## src/rtl/lsu_align.sv

```systemverilog
// Load/store alignment unit in front of a word-indexed data memory.
// Optional LSU_NATIVE_SUBWORD_EN: lane-0 sub-word stores use native DMWr=10/11 writes.
module lsu_align #(
    parameter int ADDR_HI = 8
) (
    input  logic                 clk,
    input  logic                 rstn,
    input  logic                 req_valid,
    output logic                 req_ready,
    input  logic                 req_we,
    input  logic [1:0]           req_size,
    input  logic                 req_unsigned,
    input  logic [31:0]          req_addr,
    input  logic [31:0]          req_wdata,
    output logic                 resp_valid,
    output logic [31:0]          resp_rdata,
    output logic                 resp_err,
    output logic [1:0]           dm_DMWr,
    output logic [ADDR_HI-2:0]   dm_addr,
    output logic [31:0]          dm_din,
    input  logic [31:0]          dm_dout
);

    typedef enum logic [2:0] {
        S_IDLE, S_LOAD, S_RMW_RD, S_WRITE, S_RESP
    } state_t;

    state_t state, state_nxt;

    logic               we_q;
    logic [1:0]         size_q;
    logic               uns_q;
    logic [ADDR_HI:0]   addr_q;
    logic [31:0]        wbuf_q;   // store data, later the merged RMW word
    logic [31:0]        rdata_q;
    logic               err_q;
    logic               native_q;

    logic               req_err;
    logic               native_ok;
    logic               accept;
    logic [31:0]        load_fmt;
    logic [31:0]        merged;
    logic [7:0]         ld_byte;
    logic [15:0]        ld_half;

    assign accept = (state == S_IDLE) && req_valid;

    always_comb begin
        req_err = 1'b0;
        if (req_size == 2'b11)                              req_err = 1'b1;
        if (req_size == 2'b10 && req_addr[1:0] != 2'b00)    req_err = 1'b1;
        if (req_size == 2'b01 && req_addr[0])               req_err = 1'b1;
        if ((req_addr >> (ADDR_HI + 1)) != 32'd0)           req_err = 1'b1;
    end

`ifdef LSU_NATIVE_SUBWORD_EN
    assign native_ok = req_we &&
                       ((req_size == 2'b00 && req_addr[1:0] == 2'b00) ||
                        (req_size == 2'b01 && !req_addr[1]));
`else
    assign native_ok = 1'b0;
`endif

    always_comb begin
        state_nxt = state;
        case (state)
            S_IDLE: begin
                if (req_valid) begin
                    if (req_err)                               state_nxt = S_RESP;
                    else if (!req_we)                          state_nxt = S_LOAD;
                    else if (req_size == 2'b10 || native_ok)   state_nxt = S_WRITE;
                    else                                       state_nxt = S_RMW_RD;
                end
            end
            S_LOAD:   state_nxt = S_RESP;
            S_RMW_RD: state_nxt = S_WRITE;
            S_WRITE:  state_nxt = S_RESP;
            S_RESP:   state_nxt = S_IDLE;
            default:  state_nxt = S_IDLE;
        endcase
    end

    always_ff @(posedge clk or negedge rstn) begin
        if (!rstn) state <= S_IDLE;
        else       state <= state_nxt;
    end

    // Lane extraction for loads and lane replacement for RMW stores
    always_comb begin
        ld_byte  = dm_dout[{addr_q[1:0], 3'b000} +: 8];
        ld_half  = dm_dout[{addr_q[1], 4'b0000} +: 16];
        load_fmt = dm_dout;
        if (size_q == 2'b00)
            load_fmt = {{24{ld_byte[7] & ~uns_q}}, ld_byte};
        else if (size_q == 2'b01)
            load_fmt = {{16{ld_half[15] & ~uns_q}}, ld_half};
        merged = dm_dout;
        if (size_q == 2'b00)
            merged[{addr_q[1:0], 3'b000} +: 8] = wbuf_q[7:0];
        else
            merged[{addr_q[1], 4'b0000} +: 16] = wbuf_q[15:0];
    end

    always_ff @(posedge clk or negedge rstn) begin
        if (!rstn) begin
            we_q     <= 1'b0;
            size_q   <= 2'b00;
            uns_q    <= 1'b0;
            addr_q   <= '0;
            wbuf_q   <= '0;
            rdata_q  <= '0;
            err_q    <= 1'b0;
            native_q <= 1'b0;
        end else begin
            if (accept) begin
                we_q     <= req_we;
                size_q   <= req_size;
                uns_q    <= req_unsigned;
                addr_q   <= req_addr[ADDR_HI:0];
                wbuf_q   <= req_wdata;
                rdata_q  <= '0;
                err_q    <= req_err;
                native_q <= native_ok && !req_err;
            end
            if (state == S_LOAD)   rdata_q <= load_fmt;
            if (state == S_RMW_RD) wbuf_q  <= merged;
        end
    end

    // All outputs decode from state so reset kills a write immediately
    always_comb begin
        dm_DMWr = 2'b00;
        if (state == S_WRITE) begin
            if (native_q) dm_DMWr = (size_q == 2'b00) ? 2'b10 : 2'b11;
            else          dm_DMWr = 2'b01;
        end
    end

    assign req_ready  = (state == S_IDLE);
    assign resp_valid = (state == S_RESP);
    assign resp_err   = (state == S_RESP) && err_q;
    assign resp_rdata = (state == S_RESP) ? rdata_q : 32'd0;
    assign dm_addr    = addr_q[ADDR_HI:2];
    assign dm_din     = (state == S_WRITE) ? wbuf_q : 32'd0;

    logic unused_we;
    assign unused_we = we_q;

endmodule

```

## config.mk

```make
export PLATFORM = sky130hd
export DESIGN_NAME = lsu_align
export DESIGN_NICKNAME = d
export VERILOG_FILES = /design/src/rtl/lsu_align.sv
export SDC_FILE = /design/constraint.sdc
export NUM_CORES = 1
export LEC_CHECK = 0
export BUFFER_PORTS_ARGS = -buffer_cell sky130_fd_sc_hd__buf_2
export CAP_MARGIN = 40
export CORE_MARGIN = 3
export CORE_UTILIZATION = 52
export CTS_BUF_LIST = sky130_fd_sc_hd__clkbuf_8
export DETAILED_ROUTE_END_ITERATION = 10
export PLACE_DENSITY = 0.83
export SLEW_MARGIN = 25
export SYNTH_ARGS = -nofsm -noshare
export SYNTH_HDL_FRONTEND = slang
export SYNTH_SLANG_ARGS = --single-unit
```

## constraint.sdc

```tcl
create_clock -name clk -period 2.6 [get_ports clk]
set_input_delay 0.13 -clock clk [delete_from_list [all_inputs] [get_ports clk]]
set_output_delay 0.13 -clock clk [all_outputs]
set_load 0.005 [all_outputs]
```

==> results of run 1 <==
[kinds of logic after synthesis]
logic type | Yosys count
compound gates | 136
fa+ha+maj | 5
buf+inv | 54
flops | 80
mux | 42
other cells | 1
simple gates | 246
[placed cells by master (no fill, tap or decap), drive strengths merged, types with 8 or more instances in the layout]
master	n
nand2b	10
inv	11
clkbuf	9
a21oi	20
a31oi	9
nand2	81
nor4	8
a32o	8
nor2	21
mux2i	24
o21ai	33
nor3	9
nor2b	26
a211o	8
and2	65
nand3	15
dfrtp	80
a221oi	24
a2bb2oi	8
mux2	18
buf	194
a22o	16
[power groups by stage]
stage	Sequential (mW)	Clock (mW)	Combinational [mW]
after floorplan	1.42	0	0.444
after global placement	1.47	0	0.648
final	1.46	0.967	0.696
after detailed placement	1.48	0	0.677
after CTS	1.45	0.976	0.688
after global routing	1.47	1.03	0.755
[registers in the layout (all words and copies together), names as in the netlist]
name     cells
addr_q       9
uns_q        1
wbuf_q      32
rdata_q     32
size_q       2
state        3
err_q        1
[worst paths after layout]
check / startpoint / end / slack (ns) / cells past startpoint
min in group asynchronous: rstn / rdata_q[28] / 0.30 / 2
hold reg to reg: rdata_q[25] / rdata_q[25] / 0.49 / 2
max in group asynchronous: rstn / wbuf_q[2] / 1.66 / 3
setup reg to reg: state[0] / wbuf_q[5] / 0.24 / 5
setup / recovery: state[0] / wbuf_q[5] / 0.24 / 5
hold / removal: req_addr[2] / addr_q[2] / 0.01 / 2
[worst max-delay path, delay by kind of cell (launching register included)]
family,cells,cell delay (ns)
AOI/OAI and AO/OA,2,0.78
and+or+nand+nor,1,0.62
DFF,1,0.52
buffers and inverters,1,0.24
muxes,1,0.15
[final cells by class]
cell class              count  share of cell area
well taps                 129              0.0254
inverters                   7             0.00413
clock buffers               9              0.0195
repair buffers            201               0.176
clock inverters             7              0.0122
flip-flops and latches     80               0.315
multi-input cells         430               0.448
[what timing repair did]
action / in CTS / in global routing
gates resized for setup: 0 / 0
hold buffers: 7 / 0
hold endpoints to repair: 47 / 0
endpoints found under the setup margin: 0 / 0
[metal layers]
layer | vias to the layer above | track usage
met1 | 2503 | 0.382
li1 | 2339 | -
met3 | 60 | 0.0729
met2 | 328 | 0.498
met4 | 0 | 0.135
met5 | - | 0
==> metrics.txt, run 1 <==
# TYPE chip_impl_metric gauge
chip_impl_metric{name="first_global_vias",unit=""} 5133
chip_impl_metric{name="sequential_to_total_area_share_from_yosys_stat",unit=""} 0.392
chip_impl_info{name="cts_root_buffer",value="sky130_fd_sc_hd__clkbuf_8"} 1
chip_impl_metric{name="clock-sinks",unit=""} 80
chip_impl_metric{name="drtPass1Iterations",unit=""} 5
chip_impl_metric{name="core.rowCount",unit=""} 35
chip_impl_info{name="worst_setup_path_end_kind",value="flop"} 1
chip_impl_metric{name="finalCriticalPeriod",unit="ns"} 2.36
chip_impl_metric{name="clk_pin_slew_worst_setup_hold_paths",unit="ns"} 0.09
chip_impl_info{name="yosys_most_used_dff",value="sky130_fd_sc_hd__dfrtp_1"} 1
chip_impl_metric{name="grt_total_usage",unit=""} 0.304
chip_impl_metric{name="synth_largest_type_area_fraction",unit=""} 0.392
chip_impl_metric{name="met3_wirelength",unit="um"} 1600
chip_impl_metric{name="ys_ff_latch",unit=""} 80
chip_impl_metric{name="grt_first_pass_wirelength",unit="um"} 26700
chip_impl_info{name="ys_top_cells_by_count",value="sky130_fd_sc_hd__nand2_1, sky130_fd_sc_hd__dfrtp_1, sky130_fd_sc_hd__and2_1"} 1
chip_impl_metric{name="report.final.setup_viol",unit=""} 0
chip_impl_metric{name="power_leakage",unit="nW"} 3.10
chip_impl_metric{name="max-vdd-ir-drop",unit="uV"} 282
chip_impl_info{name="worst_setup_path_start_kind",value="flop"} 1
chip_impl_info{name="outcome",value="finished, final reports clean"} 1
chip_impl_metric{name="critPathRequiredTime",unit="ns"} 2.91
chip_impl_metric{name="fmaxAchievable",unit="MHz"} 424
chip_impl_metric{name="synth_warnings",unit=""} 0
chip_impl_metric{name="area_used_by_multi_input_combinational_logic",unit="sq um"} 2850
chip_impl_metric{name="pnr_worst_setup_slack",unit="ns"} 0.243
chip_impl_metric{name="count_of_flip_flops_with_a_built_in_enable_after_synthesis",unit=""} 0
chip_impl_metric{name="post_synth_xor_area_fraction",unit=""} 0
chip_impl_metric{name="drc_errors",unit=""} 0
chip_impl_metric{name="area_delta_synth_final",unit="%"} 24.6
chip_impl_metric{name="final.period_utilization",unit=""} 0.907
chip_impl_metric{name="design.die.area",unit="sq um"} 11000
chip_impl_metric{name="floorplan.die.width",unit="um"} 105
chip_impl_info{name="class_of_the_most_critical_hold_timing_path",value="input pin to flop"} 1
chip_impl_metric{name="cts_inserted_buffers",unit=""} 9
chip_impl_metric{name="layout_cells_sized_above_1",unit=""} 0.330
chip_impl_metric{name="clock_latency",unit="ns"} 0.37
chip_impl_metric{name="worst_tran_pin_value",unit="ns"} 0.693
chip_impl_metric{name="postCtsSetupBuffers",unit=""} 0
chip_impl_metric{name="final_cell_count_without_fillers",unit=""} 863
chip_impl_metric{name="nets_in_the_synthesized_netlist",unit=""} 672
chip_impl_info{name="setup_repair_after_global_routing_missed_its_margin",value="false"} 1
chip_impl_metric{name="ys_types",unit=""} 50
chip_impl_metric{name="final.setup.tns",unit="ns"} 0
chip_impl_metric{name="place_ws",unit="ns"} 0.215
chip_impl_metric{name="ios",unit=""} 179
chip_impl_metric{name="synthCells",unit=""} 564
chip_impl_metric{name="final-max-slew-violation-count",unit=""} 0
chip_impl_metric{name="synth_async_sr_flop_share",unit=""} 1.00
chip_impl_metric{name="wl_met2",unit="um"} 7940
chip_impl_metric{name="gp_congestion",unit=""} 0.919
chip_impl_metric{name="synth_simple_gate_area_frac",unit=""} 0.261
chip_impl_metric{name="pin_count_of_the_biggest_net_entering_global_routing",unit=""} 43
chip_impl_metric{name="num_antenna_cells",unit=""} 0
chip_impl_metric{name="die_h",unit="um"} 105
chip_impl_metric{name="detail_route.iter0.violations",unit=""} 526
chip_impl_metric{name="synth-compound-area-share",unit=""} 0.194
chip_impl_metric{name="setup_skew_after_layout",unit="ns"} 0.0105
chip_impl_metric{name="antenna_violations_before_repair",unit=""} 0
chip_impl_info{name="synth_top_family_by_area",value="simple AND/OR/NAND/NOR gates"} 1
chip_impl_metric{name="worst_path_largest_cell_delay",unit="ns"} 0.62
chip_impl_metric{name="power_density_cells",unit="nW/um^2"} 491
chip_impl_metric{name="finished_cell_area",unit="sq um"} 6360
chip_impl_metric{name="p_int",unit="mW"} 2.10
chip_impl_metric{name="relSlewSlack",unit=""} 0.538
chip_impl_metric{name="cts_max_level",unit=""} 3
chip_impl_info{name="critPathKind",value="flop to flop"} 1
chip_impl_metric{name="placedCellCount",unit=""} 839
chip_impl_metric{name="cts_buffer_depth",unit=""} 2
chip_impl_metric{name="routed_via_count_divided_by_cell_count",unit=""} 6.06
chip_impl_metric{name="syn-mean-instance-area",unit="sq um"} 9.05
chip_impl_info{name="cts_tree",value="done"} 1
chip_impl_info{name="synth_top_area_cell",value="sky130_fd_sc_hd__dfrtp_1"} 1
chip_impl_metric{name="sequential_group_share_of_total_power",unit=""} 0.467
chip_impl_info{name="critical-path-slowest-cell",value="sky130_fd_sc_hd__or3b_1"} 1
chip_impl_metric{name="finalHoldViolations",unit=""} 0
chip_impl_info{name="largest_cells_by_area_after_synthesis",value="sky130_fd_sc_hd__dfrtp_1, sky130_fd_sc_hd__and2_1, sky130_fd_sc_hd__nand2_1, sky130_fd_sc_hd__mux2i_1, sky130_fd_sc_hd__a221oi_1"} 1
chip_impl_metric{name="wirelength",unit="um"} 16900
chip_impl_metric{name="placement.cell_area",unit="sq um"} 6070
chip_impl_metric{name="combinationalPowerShare",unit=""} 0.223
chip_impl_metric{name="nets",unit=""} 837
chip_impl_metric{name="num-fill-cells",unit=""} 795
chip_impl_metric{name="yosys.area_share.adder",unit=""} 0.0123
chip_impl_metric{name="cp_data_arrival_time",unit="ns"} 2.67
chip_impl_metric{name="fp.coreArea",unit="sq um"} 9370
chip_impl_metric{name="detailroute.via_count",unit=""} 5230
chip_impl_metric{name="post-layout-total-power",unit="mW"} 3.12
chip_impl_metric{name="max_cap_viol_count",unit=""} 0
chip_impl_metric{name="worst_path_maximum_fanout",unit=""} 12
chip_impl_metric{name="switching_share",unit=""} 0.327
chip_impl_info{name="dr.max_layer_used",value="met4"} 1
chip_impl_metric{name="seqCellArea",unit="sq um"} 2000
chip_impl_metric{name="start_util",unit=""} 0.545
chip_impl_info{name="yosysMostFrequentCell",value="sky130_fd_sc_hd__nand2_1"} 1
chip_impl_metric{name="share_of_cell_area_taken_by_muxes_after_synthesis",unit=""} 0.0868
chip_impl_metric{name="ant_nets",unit=""} 0
chip_impl_metric{name="clock_power_share",unit=""} 0.310
chip_impl_metric{name="net_switching_power_of_the_design",unit="mW"} 1.02
chip_impl_info{name="timing.critical_path.cells",value="or3b_1, buf_8, a211oi_2, a22o_1, mux2_2"} 1
chip_impl_metric{name="dp_hpwl",unit="um"} 12700
chip_impl_metric{name="hold_slack",unit="ns"} 0.0101
chip_impl_metric{name="wl_cell",unit="um"} 19.6
chip_impl_metric{name="place.port_buffers",unit=""} 177
chip_impl_metric{name="mappedNetlistArea",unit="sq um"} 5100
chip_impl_metric{name="wl_met1",unit="um"} 6680
chip_impl_metric{name="fin_util",unit=""} 0.679
chip_impl_metric{name="globalRoute.totalOverflow",unit=""} 0
Power figures use the tool's default switching activity.
==> run 2: changes to the inputs <==
--- a/config.mk
+++ b/config.mk
@@ -7,11 +7,13 @@
 export LEC_CHECK = 0
 export BUFFER_PORTS_ARGS = -buffer_cell sky130_fd_sc_hd__buf_2
 export CAP_MARGIN = 40
+export CORE_ASPECT_RATIO = 1.75
 export CORE_MARGIN = 3
 export CORE_UTILIZATION = 52
 export CTS_BUF_LIST = sky130_fd_sc_hd__clkbuf_8
 export DETAILED_ROUTE_END_ITERATION = 10
 export PLACE_DENSITY = 0.83
+export RECOVER_POWER = 50
 export SLEW_MARGIN = 25
 export SYNTH_ARGS = -nofsm -noshare
 export SYNTH_HDL_FRONTEND = slang
==> run 2 against run 1 <==
Effect of this change:
- the flow now finishes with violations (capacitance limit, slew limit)
- first-iteration DRC count down 36%
- die area is 0.42% higher
- sequential power about the same
- global-route usage grew 0.82 points
- largest cell class unchanged
- count of clock-buffer cells in the layout is the same
- sequential share of layout area rose by 0.068 points
==> metrics.txt, run 2 (synthesis results as in run 1) <==
# TYPE chip_impl_metric gauge
chip_impl_info{name="outcome",value="finished with violations"} 1
chip_impl_info{name="failing_checks",value="capacitance limit, slew limit"} 1
chip_impl_info{name="setup_repair_after_global_routing_missed_its_margin",value="false"} 1
chip_impl_metric{name="wirelength",unit="um"} 17300
chip_impl_metric{name="power_density_cells",unit="nW/um^2"} 495
chip_impl_metric{name="post-layout-total-power",unit="mW"} 3.14
chip_impl_info{name="worst_setup_path_start_kind",value="flop"} 1
chip_impl_metric{name="gp_congestion",unit=""} 0.956
chip_impl_info{name="critPathKind",value="flop to flop"} 1
chip_impl_metric{name="fmaxAchievable",unit="MHz"} 429
chip_impl_metric{name="num-fill-cells",unit=""} 840
chip_impl_metric{name="die_h",unit="um"} 137
chip_impl_metric{name="relSlewSlack",unit=""} -0.202
chip_impl_metric{name="dp_hpwl",unit="um"} 13100
chip_impl_metric{name="fp.coreArea",unit="sq um"} 9530
chip_impl_metric{name="critPathRequiredTime",unit="ns"} 2.85
chip_impl_metric{name="grt_total_usage",unit=""} 0.312
chip_impl_metric{name="cts_hold_buffers",unit=""} 10
chip_impl_metric{name="clk_pin_slew_worst_setup_hold_paths",unit="ns"} 0.08
chip_impl_metric{name="grt_first_pass_wirelength",unit="um"} 25800
chip_impl_metric{name="core.rowCount",unit=""} 47
chip_impl_metric{name="ant_nets",unit=""} 0
chip_impl_metric{name="final.setup.tns",unit="ns"} 0
chip_impl_info{name="timing.rr.start",value="state[1]"} 1
chip_impl_info{name="whs_endpoint",value="state[1]"} 1
chip_impl_metric{name="routed_via_count_divided_by_cell_count",unit=""} 6.03
chip_impl_metric{name="max_cap_viol_count",unit=""} 1
chip_impl_info{name="timing.rr.end",value="size_q[1]"} 1
chip_impl_metric{name="rrSetupSlack",unit="ns"} 0.27
chip_impl_metric{name="depth_of_the_worst_register_to_register_path",unit=""} 4
chip_impl_metric{name="pin_count_of_the_biggest_net_entering_global_routing",unit=""} 51
chip_impl_metric{name="finalHoldViolations",unit=""} 0
chip_impl_metric{name="design.die.area",unit="sq um"} 11100
chip_impl_metric{name="report.final.setup_viol",unit=""} 0
chip_impl_metric{name="num_antenna_cells",unit=""} 0
chip_impl_metric{name="cts_inserted_buffers",unit=""} 9
chip_impl_metric{name="globalRoute.totalOverflow",unit=""} 0
chip_impl_metric{name="area_delta_synth_final",unit="%"} 24.4
chip_impl_metric{name="postCtsSetupBuffers",unit=""} 0
chip_impl_metric{name="final.period_utilization",unit=""} 0.896
chip_impl_info{name="final_cell_mix",value="sky130_fd_sc_hd__buf_2, sky130_fd_sc_hd__nand2_1, sky130_fd_sc_hd__dfrtp_1"} 1
chip_impl_metric{name="worst_tran_pin_value",unit="ns"} 1.80
chip_impl_info{name="final_common_cell",value="sky130_fd_sc_hd__buf_2"} 1
chip_impl_info{name="worst_setup_path_end_kind",value="flop"} 1
chip_impl_metric{name="max-vdd-ir-drop",unit="uV"} 332
chip_impl_info{name="cts_root_buffer",value="sky130_fd_sc_hd__clkbuf_8"} 1
chip_impl_metric{name="power_leakage",unit="nW"} 3.09
chip_impl_metric{name="wl_cell",unit="um"} 20.1
chip_impl_metric{name="cts_buffer_depth",unit=""} 2
chip_impl_metric{name="drtPass1Iterations",unit=""} 7
chip_impl_info{name="layout_top_registers",value="rdata_q x32, wbuf_q x32, addr_q x9"} 1
chip_impl_info{name="cts_tree",value="done"} 1
chip_impl_metric{name="cp_data_arrival_time",unit="ns"} 2.58
chip_impl_metric{name="final-max-slew-violation-count",unit=""} 31
chip_impl_metric{name="detail_route.iter0.violations",unit=""} 335
chip_impl_metric{name="worst_path_maximum_fanout",unit=""} 17
chip_impl_metric{name="finalCriticalPeriod",unit="ns"} 2.33
chip_impl_metric{name="nets",unit=""} 840
chip_impl_info{name="class_of_the_most_critical_hold_timing_path",value="input pin to flop"} 1
chip_impl_metric{name="drc_errors",unit=""} 0
chip_impl_metric{name="antenna_violations_before_repair",unit=""} 0
chip_impl_metric{name="setup_skew_after_layout",unit="ns"} 0.0116
chip_impl_metric{name="floorplan.die.width",unit="um"} 80.9
chip_impl_metric{name="cts_max_level",unit=""} 3
chip_impl_metric{name="first_global_vias",unit=""} 5106
chip_impl_info{name="hp-start",value="req_we"} 1
chip_impl_metric{name="place.port_buffers",unit=""} 177
chip_impl_metric{name="cts_resized",unit=""} 0
chip_impl_metric{name="detailroute.via_count",unit=""} 5175
chip_impl_metric{name="layout_cells_sized_above_1",unit=""} 0.313
chip_impl_metric{name="hold_path_depth",unit=""} 2
chip_impl_metric{name="ios",unit=""} 179
chip_impl_metric{name="start_util",unit=""} 0.536
chip_impl_metric{name="clock-sinks",unit=""} 80
chip_impl_metric{name="clock_latency",unit="ns"} 0.36
==> run 2: routing by layer <==
layer	vias up	part of all wire	track usage
li1	2341	-	-
met1	2468	0.34	0.336
met2	288	0.52	0.553
met3	78	0.069	0.0520
met4	0	0.066	0.194
met5	-	0	0
==> run 2: final cells by class <==
| class | instances | area [sq um] | share of cell area |
|---|---|---|---|
| Inverter | 7 | 26.3 | 0.00414 |
| Clock buffer | 9 | 124 | 0.0195 |
| Timing Repair Buffer | 204 | 1130 | 0.178 |
| Multi-Input combinational cell | 430 | 2840 | 0.447 |
| Clock inverter | 6 | 77.6 | 0.0122 |
| Tap cell | 122 | 153 | 0.0240 |
| Sequential cell | 80 | 2000 | 0.315 |
==> run 2: where the power goes <==
part	internal, mW	leakage [nW]	switching (mW)	total [mW]
registers	1.34	0.996	0.124	1.46
logic	0.305	1.98	0.387	0.692
clock network	0.526	0.111	0.461	0.987
total	2.17	3.09	0.973	3.14
==> run 2: critical path: stages, from the launching register on <==
cell                       delay, ns
sky130_fd_sc_hd__dfrtp_1        0.38
sky130_fd_sc_hd__buf_4          0.19
sky130_fd_sc_hd__nor4b_1        0.53
sky130_fd_sc_hd__clkbuf_1       0.70
sky130_fd_sc_hd__mux2_2         0.42
==> run 2: through the flow <==
step                      instance area, sq um  instances  hold slack, ns  setup slack [ns]  utilization
after floorplan                           5100        564          -0.166             0.482            -
after global placement                    6050        832           0.349             0.491        0.635
after detailed placement                  6080        833          0.0960             0.360        0.638
after CTS                                 6380        858         0.00813             0.300        0.670
after global routing                      6350        858          0.0154             0.132        0.666
final                                     6350        858          0.0185             0.270        0.666
==> run 2: worst max path at each step <==
stage	cells after the start	startpoint	slack [ns]	endpoint
finish	4	state[1]	0.27	size_q[1]
global route	4	state[1]	0.13	size_q[1]
CTS	6	state[1]	0.30	dm_din[25]
detailed placement	4	state[0]	0.36	wbuf_q[4]
global placement	4	state[0]	0.49	wbuf_q[28]
floorplan	8	addr_q[1]	0.48	wbuf_q[16]
